## src/rtl/regfile_pkg.sv

```systemverilog
// Shared defaults and the address-width derivation for the scoreboarded register file.
package regfile_pkg;

    localparam int XLEN_DEF  = 32;
    localparam int NREGS_DEF = 32;
    localparam int NRD_DEF   = 2;

    function automatic int calc_aw(input int nregs);
        return (nregs > 1) ? $clog2(nregs) : 1;
    endfunction

endpackage

```

## src/rtl/regfile_sb_pend.sv

```systemverilog
// Pending-bit scoreboard: per-register pending bits and outstanding-producer counter.
module regfile_sb_pend
    import regfile_pkg::*;
#(
    parameter int NREGS = NREGS_DEF,
    localparam int AW = calc_aw(NREGS)
) (
    input  logic             clk,
    input  logic             rst,
    input  logic             flush,
    input  logic             set_en,
    input  logic [AW-1:0]    set_addr,
    input  logic             clr_en,
    input  logic [AW-1:0]    clr_addr,
    output logic [NREGS-1:0] ep,
    output logic [AW:0]      busy_cnt
);

    localparam logic [NREGS-1:0] ONE_HOT0 = {{(NREGS-1){1'b0}}, 1'b1};

    logic [NREGS-1:0] pend_r;
    logic [NREGS-1:0] set_vec_s;
    logic [NREGS-1:0] clr_vec_s;
    logic [NREGS-1:0] pend_nxt_s;
    logic [AW:0]      busy_nxt_s;
    logic             inc_s;
    logic             dec_s;

    // Set/clear decode; an accepted set on a register being cleared nets to zero count change.
    always_comb begin
        set_vec_s  = {NREGS{1'b0}};
        clr_vec_s  = {NREGS{1'b0}};
        inc_s      = 1'b0;
        dec_s      = 1'b0;
        pend_nxt_s = {NREGS{1'b0}};
        busy_nxt_s = {(AW+1){1'b0}};
        if (set_en && !flush && (set_addr != {AW{1'b0}})) begin
            set_vec_s = ONE_HOT0 << set_addr;
            inc_s     = 1'b1;
        end else begin
            set_vec_s = {NREGS{1'b0}};
            inc_s     = 1'b0;
        end
        if (clr_en && (clr_addr != {AW{1'b0}})) begin
            clr_vec_s = ONE_HOT0 << clr_addr;
            dec_s     = pend_r[clr_addr];
        end else begin
            clr_vec_s = {NREGS{1'b0}};
            dec_s     = 1'b0;
        end
        ep = pend_r & ~clr_vec_s;
        if (flush) begin
            pend_nxt_s = {NREGS{1'b0}};
            busy_nxt_s = {(AW+1){1'b0}};
        end else begin
            pend_nxt_s = ep | set_vec_s;
            busy_nxt_s = busy_cnt + {{AW{1'b0}}, inc_s} - {{AW{1'b0}}, dec_s};
        end
    end

    // Pending state and counter registers with synchronous active-low reset.
    always_ff @(posedge clk) begin
        if (!rst) begin
            pend_r   <= {NREGS{1'b0}};
            busy_cnt <= {(AW+1){1'b0}};
        end else begin
            pend_r   <= pend_nxt_s;
            busy_cnt <= busy_nxt_s;
        end
    end

endmodule

```

## src/rtl/regfile_sb.sv

```systemverilog
// Register file with writeback bypass and RAW/WAW hazard detection against the pending scoreboard.
module regfile_sb
    import regfile_pkg::*;
#(
    parameter int XLEN  = XLEN_DEF,
    parameter int NREGS = NREGS_DEF,
    parameter int NRD   = NRD_DEF,
    localparam int AW = calc_aw(NREGS)
) (
    input  logic              clk,
    input  logic              rst,
    input  logic [NRD*AW-1:0] rd_addr,
    input  logic [NRD-1:0]    rd_use,
    output logic [NRD*XLEN-1:0] rd_data,
    output logic [NRD-1:0]    rd_pend,
    input  logic              iss_en,
    input  logic [AW-1:0]     iss_addr,
    input  logic              wb_en,
    input  logic [AW-1:0]     wb_addr,
    input  logic [XLEN-1:0]   wb_data,
    input  logic              flush,
    output logic              stall,
    output logic [AW:0]       busy_cnt
);

    logic [XLEN-1:0]  mem_r [NREGS];
    logic [NREGS-1:0] ep_s;
    logic             wb_we_s;
    logic             iss_ok_s;
    logic [AW-1:0]    ra_s;

    assign wb_we_s  = wb_en && (wb_addr != {AW{1'b0}});
    assign iss_ok_s = iss_en && !stall;

    regfile_sb_pend #(
        .NREGS(NREGS)
    ) u_pend (
        .clk      (clk),
        .rst      (rst),
        .flush    (flush),
        .set_en   (iss_ok_s),
        .set_addr (iss_addr),
        .clr_en   (wb_en),
        .clr_addr (wb_addr),
        .ep       (ep_s),
        .busy_cnt (busy_cnt)
    );

    // Data array; r0 is never written so it stays zero after reset.
    always_ff @(posedge clk) begin
        if (!rst) begin
            for (int i = 0; i < NREGS; i++) begin
                mem_r[i] <= {XLEN{1'b0}};
            end
        end else if (wb_we_s) begin
            mem_r[wb_addr] <= wb_data;
        end else begin
            mem_r[wb_addr] <= mem_r[wb_addr];
        end
    end

    // Read ports: r0 forced to zero, same-cycle writeback bypassed over the array.
    always_comb begin
        rd_data = {(NRD*XLEN){1'b0}};
        rd_pend = {NRD{1'b0}};
        ra_s    = {AW{1'b0}};
        for (int k = 0; k < NRD; k++) begin
            ra_s = rd_addr[k*AW +: AW];
            if (ra_s == {AW{1'b0}}) begin
                rd_data[k*XLEN +: XLEN] = {XLEN{1'b0}};
            end else if (wb_we_s && (wb_addr == ra_s)) begin
                rd_data[k*XLEN +: XLEN] = wb_data;
            end else begin
                rd_data[k*XLEN +: XLEN] = mem_r[ra_s];
            end
            rd_pend[k] = ep_s[ra_s];
        end
    end

    // RAW on any consumed operand, or WAW on the issuing destination.
    always_comb begin
        stall = 1'b0;
        if (|(rd_use & rd_pend)) begin
            stall = 1'b1;
        end else if (iss_en && ep_s[iss_addr]) begin
            stall = 1'b1;
        end else begin
            stall = 1'b0;
        end
    end

endmodule
```

## config.mk

```make
export PLATFORM = sky130hd
export DESIGN_NAME = regfile_sb
export DESIGN_NICKNAME = d
export VERILOG_FILES = /design/src/rtl/regfile_pkg.sv /design/src/rtl/regfile_sb_pend.sv /design/src/rtl/regfile_sb.sv
export SDC_FILE = /design/constraint.sdc
export NUM_CORES = 2
export LEC_CHECK = 0
export CORE_UTILIZATION = 30
export DETAILED_ROUTE_END_ITERATION = 10
export SYNTH_ARGS = -nofsm -noshare
export SYNTH_HDL_FRONTEND = slang
export SYNTH_SLANG_ARGS = --single-unit
export TNS_END_PERCENT = 1
```

## constraint.sdc

```tcl
create_clock -name clk -period 9.1 [get_ports clk]
set_input_delay 1.82 -clock clk [delete_from_list [all_inputs] [get_ports clk]]
set_output_delay 1.82 -clock clk [all_outputs]
set_load 0.05 [all_outputs]
```

==> flow_metrics.py <==
metrics = {
    "outcome": {
        "status": "completed",
    },
    "sta": {
        "rsz0062_at_grt": "false",
        "min_period_ns": 7.984,
        "finalMaxSlewViolations": 0,
        "setup_violations": 0,
        "fin_skew_ns": 0.05384,
        "setup_tns_ns": 0,
        "max_freq_mhz": 125.3,
        "slew_headroom_pct": 16.99,
        "final-hold-violation-count": 0,
        "whs_ns": 0.5340,
        "setup_ws_ns": 1.116,
        "timing.final.crit_share_pct": 87.73,
        "worstMarginPinSlew_ns": 1.240,
    },
    "hold_path": {
        "hold_class": "reg -> reg",
        "worstHoldPathCells": 2,
        "min_from": "u_pend.pend_r[0]",
    },
    "logic_synthesis": {
        "synth-main-ff-cell": "edfxtp_1",
        "synthSimpleGateAreaFrac_pct": 13.50,
        "yosys.area_share.adder_pct": 0.1619,
        "synthDistinctLibCells": 69,
        "syn_area_sq_um": 58730,
        "synthesis.instances": 4115,
        "synthMuxAreaShare_pct": 23.86,
        "synth_xor_area_share_pct": 0.2386,
        "synth_top_family_by_area": "multiplexers",
        "ys_warn_count": 0,
        "synth_edf_count": 1024,
        "syn_avg_cell_area_sq_um": 14.27,
        "synth-seq-area-share_pct": 53.66,
        "ys_ff_latch": 1062,
        "async_flop_share_pct": 0,
        "synth_compound_area_share_pct": 5.412,
    },
    "power": {
        "ir_drop_mv": 0.1609,
        "cellLeakagePower_nw": 22.52,
        "p_per_area_nw_per_um2": 181.7,
    },
    "placement": {
        "io_buffer_count": 131,
        "hpwl_um": 120500,
        "gp_congestion": 0.8953,
        "pre_cts_slack_ns": 1.187,
        "postPlaceCellArea_sq_um": 63450,
    },
    "worst_setup_path": {
        "startpoint_type": "input pin",
        "crit_required_ns": 7.28,
        "crit_start": "wb_addr[2]",
        "rr_worst_depth": 15,
        "critPathCaptureType": "output pin",
        "crit_fanout": 64,
        "rr_startpoint": "u_pend.pend_r[22]",
        "crit_type": "in -> out",
        "crit_arrival_ns": 6.16,
    },
    "cts": {
        "clk_pin_slew_worst_paths_ns": 0.06,
        "cts_resized": 0,
        "postCtsHoldBufs": 0,
        "numCtsBuffers": 111,
        "tritoncts": "built",
        "h-tree-depth": 3,
        "cts_sinks": 1062,
        "post_cts_buffers": 0,
        "cts_root_buf": "clkbuf_16",
        "clock_latency_ns": 0.75,
        "clockBufferDepth": 3,
    },
    "global_routing": {
        "grt_pass1_vias": 38050,
        "antenna_found_initial": 15,
        "overflow": 0,
        "grt_max_degree": 67,
        "grt_pass1_wl_um": 293100,
        "track_usage_pct": 20.88,
    },
    "routing": {
        "ant_nets": 0,
        "first_pass_iters": 8,
        "routedWlPerCell_um": 30.73,
        "routed_wl_um": 209300,
        "drc": 0,
        "drt-initial-drc-count": 5630,
        "vias": 38630,
        "post_drt_via_cell_ratio": 5.672,
    },
    "layout": {
        "area_growth_pct": 14.15,
        "fill_cells": 18540,
        "final_cell_area_sq_um": 67040,
        "drive_gt1_share_pct": 23.39,
        "utilization_pct": 34.42,
        "nets": 4155,
    },
    "floorplan": {
        "io_pins": 132,
        "dieArea_sq_um": 197500,
        "die_y_um": 444.4,
        "die_w_um": 444.4,
        "rows": 162,
        "core-area_sq_um": 194800,
        "initial_core_util_pct": 30.15,
    },
    "flow_run": {
        "cap_violations": 0,
    },
}
power by group:
group          total, mW  switching [mW]  internal [mW]
registers           5.75           0.125           5.63
logic               1.84            1.12          0.712
clock network       4.60            2.05           2.54
cell type report:
type                    count  area (sq um)  share of cell area [%]
diodes                      4         10.01                 0.01493
clock buffers             134          2885                   4.304
clock inverters            72         691.9                   1.032
multi-input cells        2623         26000                   38.79
repair buffers            274          2589                   3.862
inverters                  17         63.81                 0.09519
flip-flops and latches   1062         31510                   47.00
well taps                2624          3283                   4.897
critical path, stage by stage:
cell and delay [ns]:
clkdlybuf4s50_1 0.63, or2_1 0.32, buf_4 0.24, o41ai_1 0.82
nor4_1 0.22, nand3_4 0.79, nor2_1 0.07, a211oi_1 0.29
clkdlybuf4s50_1 0.86
registers in the layout, indices dropped and copies added, names as in the netlist:
signal and flops:
u_pend.busy_cnt 6, u_pend.pend_r 32, mem_r 1024
cell usage in the layout, fill, tap and decap left out, types with 8 or more instances in the layout:
master           Yosys  layout
edfxtp_1          1024    1024
and2_1             966     966
mux4_2             512     512
mux2i_1            203     203
buf_4                7     133
nor2_1             142     128
clkdlybuf4s50_1      0     117
clkbuf_16            0     112
o21ai_0            125     100
a211oi_1            86      86
a21oi_1             72      72
nand2_1             58      56
a22oi_1             44      44
and3_1              43      42
mux2_2              40      40
a221oi_1            40      40
dfxtp_1             38      38
conb_1               1      32
o211ai_1            29      29
clkinv_2             0      28
nor2b_1             28      27
nand3_1             26      25
o21ai_4              0      25
clkinv_1             0      23
clkbuf_1           311      22
o22ai_2             20      20
nor3_2               0      18
buf_12               0      16
inv_1               15      14
nor2_4               0      14
o21ai_1             11      11
nor3_1              28      10
bufinv_16            0      10
xnor2_1              9       9
nand2b_1            13       8
cell usage after synthesis (20+ instances only):
cell / number / area [sq um]
o211ai_1: 29 / 217.7
o22ai_2: 20 / 250.2
and2_1: 966 / 6043
a211oi_1: 86 / 645.6
mux2i_1: 203 / 2032
nand2_1: 58 / 217.7
buf_1: 54 / 202.7
a22oi_1: 44 / 330.3
clkbuf_1: 311 / 1167
and3_1: 43 / 269.0
nand3_1: 26 / 130.1
mux4_2: 512 / 11530
edfxtp_1: 1024 / 30750
o21ai_0: 125 / 625.6
nor2_1: 142 / 533.0
mux2_2: 40 / 450.4
nor2b_1: 28 / 175.2
a221oi_1: 40 / 350.3
dfxtp_1: 38 / 760.7
a21oi_1: 72 / 360.4
nor3_1: 28 / 140.1
buf_2: 70 / 350.3
layer usage:
metal | up-vias | global-route usage, % | part of all wire [%]
met5 | - | 0 | 0.011
met3 | 416 | 4.821 | 11
met2 | 2422 | 32.10 | 45
met4 | 4 | 7.280 | 3.8
li1 | 15780 | - | -
met1 | 20010 | 28.83 | 40
final timing paths:
check,end,slack (ns)
max,rd_data[53],1.12
min reg2reg,u_pend.pend_r[0],0.53
max reg2reg,u_pend.busy_cnt[4],5.21
min,u_pend.pend_r[0],0.53
logic make-up after synthesis:
family                     Yosys count
AOI/OAI and AO/OA                  469
xor gates and xnor gates            16
adders and majority gates            7
buffers and inverters              461
DFF                               1062
muxes                              755
other                                1
and+or+nand+nor                   1344
metrics by stage:
stage | power [mW] | instances
floorplan | 6.977 | 4146
detailed placement | 7.684 | 6600
CTS | 12.23 | 6806
global route | 12.51 | 6806
global placement | 7.660 | 6600
finish | 12.18 | 6810
Note: power is estimated with default switching activity, not from simulation.
